==> src/rtl/seg_bus_capture.sv <==
// Recovers hex nibbles from an observed multiplexed 4-digit seven-segment bus.
// Latency: 2 sync cycles + STABLE_CYCLES settle cycles from bus change to commit.
// No backpressure: the observed bus is sampled continuously, outputs are registered.
module seg_bus_capture #(
  parameter int STABLE_CYCLES = 4
) (
  input  logic        clk,
  input  logic        rst_n,
  input  logic [3:0]  anode_n,
  input  logic [6:0]  cathode,
  input  logic        clear,
  output logic [15:0] digits,
  output logic [3:0]  digit_valid,
  output logic [3:0]  digit_blank,
  output logic        pattern_err,
  output logic        update,
  output logic        frame_done
);

  localparam logic [7:0] STABLE_LAST = 8'(STABLE_CYCLES - 1);
  localparam logic [7:0] STABLE_SAT  = 8'(STABLE_CYCLES);

  logic [10:0] sync1, sync2;
  logic [7:0]  cnt;
  logic        done;
  logic [3:0]  seen;

  logic        chg, commit;
  logic [3:0]  s_an, an_act;
  logic [6:0]  s_cath;
  logic        one_hot, multi;
  logic [1:0]  idx;
  logic        dec_hit;
  logic [3:0]  dec_val;

  logic [15:0] nxt_digits;
  logic [3:0]  nxt_valid, nxt_blank, nxt_seen;
  logic        nxt_err, nxt_frame;

  assign s_an   = sync2[10:7];
  assign s_cath = sync2[6:0];
  assign an_act = ~s_an;
  // sync1 differing from sync2 means S takes a new value on this edge
  assign chg    = (sync1 != sync2);
  assign commit = !chg && !done && (cnt == STABLE_LAST);

  // Two-flop synchronizer for the whole bus, idle (all off) out of reset
  always_ff @(posedge clk or negedge rst_n) begin
    if (!rst_n) begin
      sync1 <= 11'h7FF;
      sync2 <= 11'h7FF;
    end else begin
      sync1 <= {anode_n, cathode};
      sync2 <= sync1;
    end
  end

  // Stability window: restart on change, saturate, fire once per window
  always_ff @(posedge clk or negedge rst_n) begin
    if (!rst_n) begin
      cnt  <= 8'd0;
      done <= 1'b0;
    end else if (clear || chg) begin
      cnt  <= 8'd0;
      done <= 1'b0;
    end else begin
      if (cnt != STABLE_SAT) cnt <= cnt + 8'd1;
      if (commit) done <= 1'b1;
    end
  end

  // Anode classification: exactly one active digit, or more than one
  always_comb begin
    one_hot = (an_act != 4'd0) && ((an_act & (an_act - 4'd1)) == 4'd0);
    multi   = (an_act != 4'd0) && !one_hot;
    idx     = 2'd0;
    case (an_act)
      4'b0010: idx = 2'd1;
      4'b0100: idx = 2'd2;
      4'b1000: idx = 2'd3;
      default: idx = 2'd0;
    endcase
  end

  // Segment pattern (a..g, active-low) back to hex nibble
  always_comb begin
    dec_hit = 1'b1;
    dec_val = 4'h0;
    case (s_cath)
      7'b0000001: dec_val = 4'h0;
      7'b1001111: dec_val = 4'h1;
      7'b0010010: dec_val = 4'h2;
      7'b0000110: dec_val = 4'h3;
      7'b1001100: dec_val = 4'h4;
      7'b0100100: dec_val = 4'h5;
      7'b0100000: dec_val = 4'h6;
      7'b0001111: dec_val = 4'h7;
      7'b0000000: dec_val = 4'h8;
      7'b0000100: dec_val = 4'h9;
      7'b0001000: dec_val = 4'hA;
      7'b1100000: dec_val = 4'hB;
      7'b0110001: dec_val = 4'hC;
      7'b1000010: dec_val = 4'hD;
      7'b0110000: dec_val = 4'hE;
      7'b0111000: dec_val = 4'hF;
      default:    dec_hit = 1'b0;
    endcase
  end

  // Next captured state for a commit on this edge
  always_comb begin
    nxt_digits = digits;
    nxt_valid  = digit_valid;
    nxt_blank  = digit_blank;
    nxt_err    = pattern_err;
    nxt_seen   = seen;
    nxt_frame  = 1'b0;
    if (commit) begin
      if (multi) begin
        nxt_err = 1'b1;
      end else if (one_hot) begin
        nxt_seen = seen | an_act;
        if (nxt_seen == 4'hF) begin
          nxt_frame = 1'b1;
          nxt_seen  = 4'h0;
        end
        if (dec_hit) begin
          nxt_digits[{idx, 2'b00} +: 4] = dec_val;
          nxt_valid[idx] = 1'b1;
          nxt_blank[idx] = 1'b0;
        end else if (s_cath == 7'h7F) begin
          nxt_valid[idx] = 1'b0;
          nxt_blank[idx] = 1'b1;
        end else begin
          nxt_valid[idx] = 1'b0;
          nxt_blank[idx] = 1'b0;
          nxt_err        = 1'b1;
        end
      end
    end
  end

  // Captured state and pulses; clear wins over a same-edge commit
  always_ff @(posedge clk or negedge rst_n) begin
    if (!rst_n) begin
      digits      <= 16'h0;
      digit_valid <= 4'h0;
      digit_blank <= 4'h0;
      pattern_err <= 1'b0;
      seen        <= 4'h0;
      update      <= 1'b0;
      frame_done  <= 1'b0;
    end else if (clear) begin
      digits      <= 16'h0;
      digit_valid <= 4'h0;
      digit_blank <= 4'h0;
      pattern_err <= 1'b0;
      seen        <= 4'h0;
      update      <= 1'b0;
      frame_done  <= 1'b0;
    end else begin
      digits      <= nxt_digits;
      digit_valid <= nxt_valid;
      digit_blank <= nxt_blank;
      pattern_err <= nxt_err;
      seen        <= nxt_seen;
      update      <= (nxt_digits != digits) || (nxt_valid != digit_valid) ||
                     (nxt_blank != digit_blank);
      frame_done  <= nxt_frame;
    end
  end

endmodule

==> config.mk <==
export PLATFORM = sky130hd
export DESIGN_NAME = seg_bus_capture
export DESIGN_NICKNAME = d
export VERILOG_FILES = /design/src/rtl/seg_bus_capture.sv
export SDC_FILE = /design/constraint.sdc
export NUM_CORES = 1
export LEC_CHECK = 0
export BUFFER_PORTS_ARGS = -buffer_cell sky130_fd_sc_hd__buf_2
export CORE_ASPECT_RATIO = 1.2
export CORE_MARGIN = 3
export CORE_UTILIZATION = 45
export CTS_BUF_LIST = sky130_fd_sc_hd__clkbuf_8
export CTS_CLUSTER_DIAMETER = 150
export DETAILED_ROUTE_END_ITERATION = 10
export PLACE_DENSITY = 0.76
export SLEW_MARGIN = 30
export SYNTH_ARGS = -nofsm -noshare
export SYNTH_HDL_FRONTEND = slang
export SYNTH_SLANG_ARGS = --single-unit
==> constraint.sdc <==
create_clock -name clk -period 2.9 [get_ports clk]
set_input_delay 0.29 -clock clk [delete_from_list [all_inputs] [get_ports clk]]
set_output_delay 0.29 -clock clk [all_outputs]
set_load 0.005 [all_outputs]
* Word-level counts from Yosys, hierarchy flattened *
Index checks and enable logic that the tools add are counted.

operators by class
  $add $sub $neg = 3
  multipliers = 0
  divide/modulo/power cells = 0
  magnitude comparators = 2
  equality and inequality tests = 29
  shift-type cells = 2
  muxes and demuxes = 43
  bitwise operators = 8
  reductions and logical operators = 22

operators by type and width
  operator                  number
  $mux W16                  5
  $mux W4                   16
  $pmux W4 S15              1
  $eq A7 B6 Y1 const B      5
  $eq A7 B7 Y1 const B      5
  $bwmux W16                1
  $mux W1                   16
  $mux W8                   2
  $ne A16 B16 Y1            1
  $reduce_or A16 Y1         1
  $shift A4 B6 Y16 const A  1
  $shiftx A4 B6 Y16         1
  $eq A7 B3 Y1 const B      2
  $eq A7 B4 Y1 const B      2
  $and A4 B4 Y4             3
  $or A4 B4 Y4              3
  $ne A11 B11 Y1            1
  $add A8 B1 Y8 const B     1
  $eq A4 B4 Y1 const B      2
  $eq A8 B2 Y1 const B      1
  $ne A4 B4 Y1              2
  $ne A8 B3 Y1 const B      1
  $not A4 Y4                2
  $reduce_bool A2 Y1        4
  other kinds (21)          30

storage, ports and cells
  bits in registers = 62
  bits in latches = 0
  RAM bits = 0
  ROM bits = 0
  input port bits = 14
  output and inout port bits = 27
  logic and storage cells = 120
  memories = 0

* Depth between registers and ports, before layout *
  depth after elaboration = 17
  gate-level depth with buffers = 13
  gate-level depth less buffers = 11

* Least setup slack after synthesis *
Ideal clock, no wire load.

  path type = register -> register
  start point = register sync2[7]
  end point = register update
  setup time = 0.141 ns
  arrival time = 2.732 ns
  path slack = 0.027 ns
  cell stages (with the launch flop) = 14
  path buffers = 3
  clock period less this slack = 2.873 ns
  path through = dfstp_2 > buf_2 > nand2_1 > or2_1 > buf_2 > ha_1 > nor2b_1 > nand2_1 > clkbuf_1 > o21ai_1 > o31ai_1 > o41ai_1 > nor4b_2 > a41oi_2

between the ends
  word-level cells in the longest chain between the ends = 17
  elaborated cells on any way between the ends = 49
  those cells by class = add/sub: 2; order compare: 2; eq/ne: 7; shift: 2; mux: 18; bitwise: 7; reduce/logical: 11

RTL lines
  what                                                 RTL line  source
  start, declared                                      23        logic [10:0] sync1, sync2;
  start signal, assigned                               54        sync2 <= sync1;
  branches (longest 15 deep; another with $neg A4 Y6)  -
  $logic_or A1 B1 Y1 (*)                               167       update <= (nxt_digits != digits) || (nxt_valid != digit_valid) ||
  $mux W1 (*)                                          153       end else if (clear) begin
  end signal, assigned                                 167
  end, declared                                        16        output logic update,

Every way passes the cells marked *.
A chain may end at the register's enable or synchronous reset.

* Final worst setup path *
  start point = register sync2[10]
  end point = register update

Same word-level chain as after synthesis.

==> metrics <==
outcome=finished, final reports clean; Peak VDD IR=322.9 uV; initial core utilization=0.4706; post-synthesis mux area share=0.04093; final WL=8366 um; Met3 Wirelength=439 um; Die W=88.43 um; first-pass GRT wire length=13750 um; die area=0.009277 mm^2; cts hold-fix bufs=0; final period utilization=0.9532; Finish-stage setup viols=0; clock share of power=0.428; post-synthesis adder-cell area fraction=0.02387; Pint=1441 uW; DRC violations left=0; CTS sink cnt=62; post-synth net total=404; Fin. Hold Viols=0; Sw Pwr=471.5 uW; Pwr Total=1913 uW; Crit Path Category=register to register; HPWL reported at the end of detailed placement=5928 um; largest family of logic cells by synthesized area=simple AND/OR/NAND/NOR gates; fraction of registers with async set/reset=1.000; crit path DAT=2.96 ns; Cells after Synth=383; combinational power share=0.090; Syn Area/Cell=9.578 um^2; Synth Area in Compound Gates=0.1378; post-synthesis sequential area ratio=0.4304; drt wl/cell=15.90 um; Ports=41; Final Util=0.5490; sequential power share=0.482; initial antenna violation count=0; post-route ant nets=0; worst-path fanout max=8; H-tree lvl count=3; f_max=361.7 MHz; post-synthesis cell type count=69; RSZ-0062 raised after global routing=no; layout cells sized above 1=0.2995; Clock Skews=0.009098 ns; top cells by area, synth=dfrtp_1 (27%), dfstp_2 (16%), nor2_1 (5.7%); top layer used by detailed routing=met4; total global-route track usage=0.1869; core box area=0.007795 mm^2; Clock Latency Late Sink=0.34 ns; Synth Area in Simple Gates=0.2428; grt total ovfl=0; met2 routed WL=4096 um; Synthesis Warnings=0; final instance area=0.004279 mm^2; CTS clk-pin slew, worst paths=0.07 ns; area grow syn2layout=16.64%; FF+latch count, synth=62; diode count=0; CTS tree=done; top cell type's share of synthesized area=0.2729; Max Cap Viol=0; worst min-delay path class=input pin to register; CP Capture Type=register; Slew headroom=0.4996; placer congestion estimate=0.8500; Sw Ratio=0.2465; number of global-route vias before repair=3017; Post-Syn Area=0.003669 mm^2; leading area contributor after synthesis=dfrtp_1; DR iter-0 viols=171; Final Slew Violations=0; Clock Tree Buf Depth=2; startpoint types=register; row count=35; worst path required time=3.09 ns; fillcell total=705; Vias=3051; buffers added on ports=40; total CTS buffers=9; leak pwr=0.001889 uW; via/cell ratio=5.800; largest net degree at the start of global routing=63; XOR/XNOR Fraction of Synth Area=0.06446; main flop type after synthesis=dfrtp_1; Multi-input gate area=0.001961 mm^2; number of synthesized flops with an enable pin=0; Die Ht=104.9 um; first-pass iteration count of the detailed router=5; DP Area=0.003964 mm^2; NumNets Final=450; min cycle time layout=2.764 ns; power density over the cells=447.0 mW/mm^2; root buffer cell=clkbuf_8; FF+latch area=0.001583 mm^2; Slew @ Worst Pin=0.7506 ns; met1 wire length=3594 um; reg2reg setup slack=0.14 ns
-- flip-flops by register name (all words and copies together) (netlist names) --
name / flops
cnt: 8
digit_blank: 4
digit_valid: 4
digits: 16
done: 1
frame_done: 1
pattern_err: 1
seen: 4
sync1: 11
sync2: 11
update: 1
-- cell usage in the layout (no fill, tap or decap), types with 3 or more instances in the layout --
master	instances
and3_1	5
nand3_2	3
ha_1	5
o21a_1	3
nand3_1	11
nand2_2	3
mux2i_1	15
clkbuf_8	9
nand2_1	21
nor3_1	12
a31oi_1	3
dfstp_2	21
buf_2	40
a221oi_1	3
inv_1	11
nor2b_1	7
o21ai_1	3
nor4_2	3
nor2_1	55
xnor2_1	15
a21oi_1	23
o21ai_0	7
dfrtp_1	40
buf_4	22
nand4b_1	3
or3_1	5
o211ai_1	4
nand4_1	5
xor2_1	11
-- Yosys cell counts, drive strengths merged (2+ instances only) --
| library cell | n |
|---|---|
| nor4b | 3 |
| a31oi | 3 |
| o211ai | 4 |
| o21ai | 11 |
| dfrtp | 40 |
| a221oi | 3 |
| a211oi | 3 |
| or2 | 2 |
| o21a | 3 |
| o32ai | 2 |
| nor2b | 8 |
| nor3 | 12 |
| and2 | 3 |
| mux2i | 15 |
| nor4 | 6 |
| xor2 | 12 |
| or3 | 5 |
| nand4b | 3 |
| nand3 | 16 |
| nand2 | 24 |
| and3 | 5 |
| nand4 | 5 |
| o32a | 2 |
| or3b | 2 |
| nor2 | 57 |
| o311a | 2 |
| o22ai | 2 |
| buf | 20 |
| nand3b | 2 |
| clkbuf | 7 |
| xnor2 | 15 |
| dfstp | 22 |
| inv | 11 |
| a22oi | 2 |
| a21oi | 23 |
| nand2b | 2 |
| ha | 7 |
-- metal layers --
metal	global-route usage	vias up
met4	0.09503	0
met3	0.03549	23
met2	0.2963	119
met5	0	-
met1	0.2391	1461
li1	-	1448
-- logic make-up (layout without fill, tap and decap cells) --
kind of cell / count (synthesis) / count (layout)
mux: 15 / 15
simple gates: 161 / 161
fa+ha+maj: 7 / 7
flops: 62 / 62
compound gates: 73 / 73
xor+xnor: 27 / 27
buf+inv: 38 / 89
-- final cells by class --
cell class                 instances  area share
multi-input combinational        283      0.4582
timing repair buffer              62     0.08538
inverter                          11    0.009649
clock inverter                     7     0.02105
sequential                        62      0.3699
clock buffer                       9     0.02895
tap                               92     0.02690
-- final timing paths --
kind                             from          to  cells after the start
setup / recovery            sync2[10]      update                     11
hold / removal             cathode[1]    sync1[1]                      1
setup reg to reg            sync2[10]      update                     11
hold reg to reg              sync1[6]    sync2[6]                      0
max in group asynchronous       rst_n     seen[2]                      2
min in group asynchronous       rst_n  digits[14]                      2
-- worst max-delay path, stage by stage (launching register included) --
cell and delay [ns]:
dfstp_2 0.63, xnor2_1 0.12, or2_1 0.29, ha_4 0.30, nor2b_4 0.15, buf_4 0.12
a21oi_1 0.05, nand2b_1 0.13, a221oi_1 0.23, o22ai_1 0.18, nor4b_4 0.26, a41oi_2 0.14
-- power by group through the flow --
stage          logic, uW  registers (uW)  clock network [uW]
2_1_floorplan        121             918                   0
3_3_place_gp         155             934                   0
3_5_place_dp         159             936                   0
4_1_cts              160             921                 836
5_1_grt              192             925                 876
6_report             173             922                 818
-- through the flow --
step | hold slack (ns) | setup WS, ns | TNS [ns] | instances
3_5_place_dp | 0.3643 | -0.08766 | -0.08766 | 509
5_1_grt | 0.03157 | 0.003259 | 0 | 526
3_3_place_gp | 0.3629 | 0.1146 | 0 | 509
4_1_cts | 0.02630 | 0.02117 | 0 | 525
6_report | 0.04553 | 0.1356 | 0 | 526
2_1_floorplan | -0.005591 | 0.02721 | 0 | 383
-- what timing repair did --
item / 4_1_cts / 5_1_grt
gates resized for setup: 2 / 18
setup endpoints to repair: 1 / 7
pin swaps: 1 / 1
setup buffers: 0 / 1
Power figures use the tool's default switching activity.
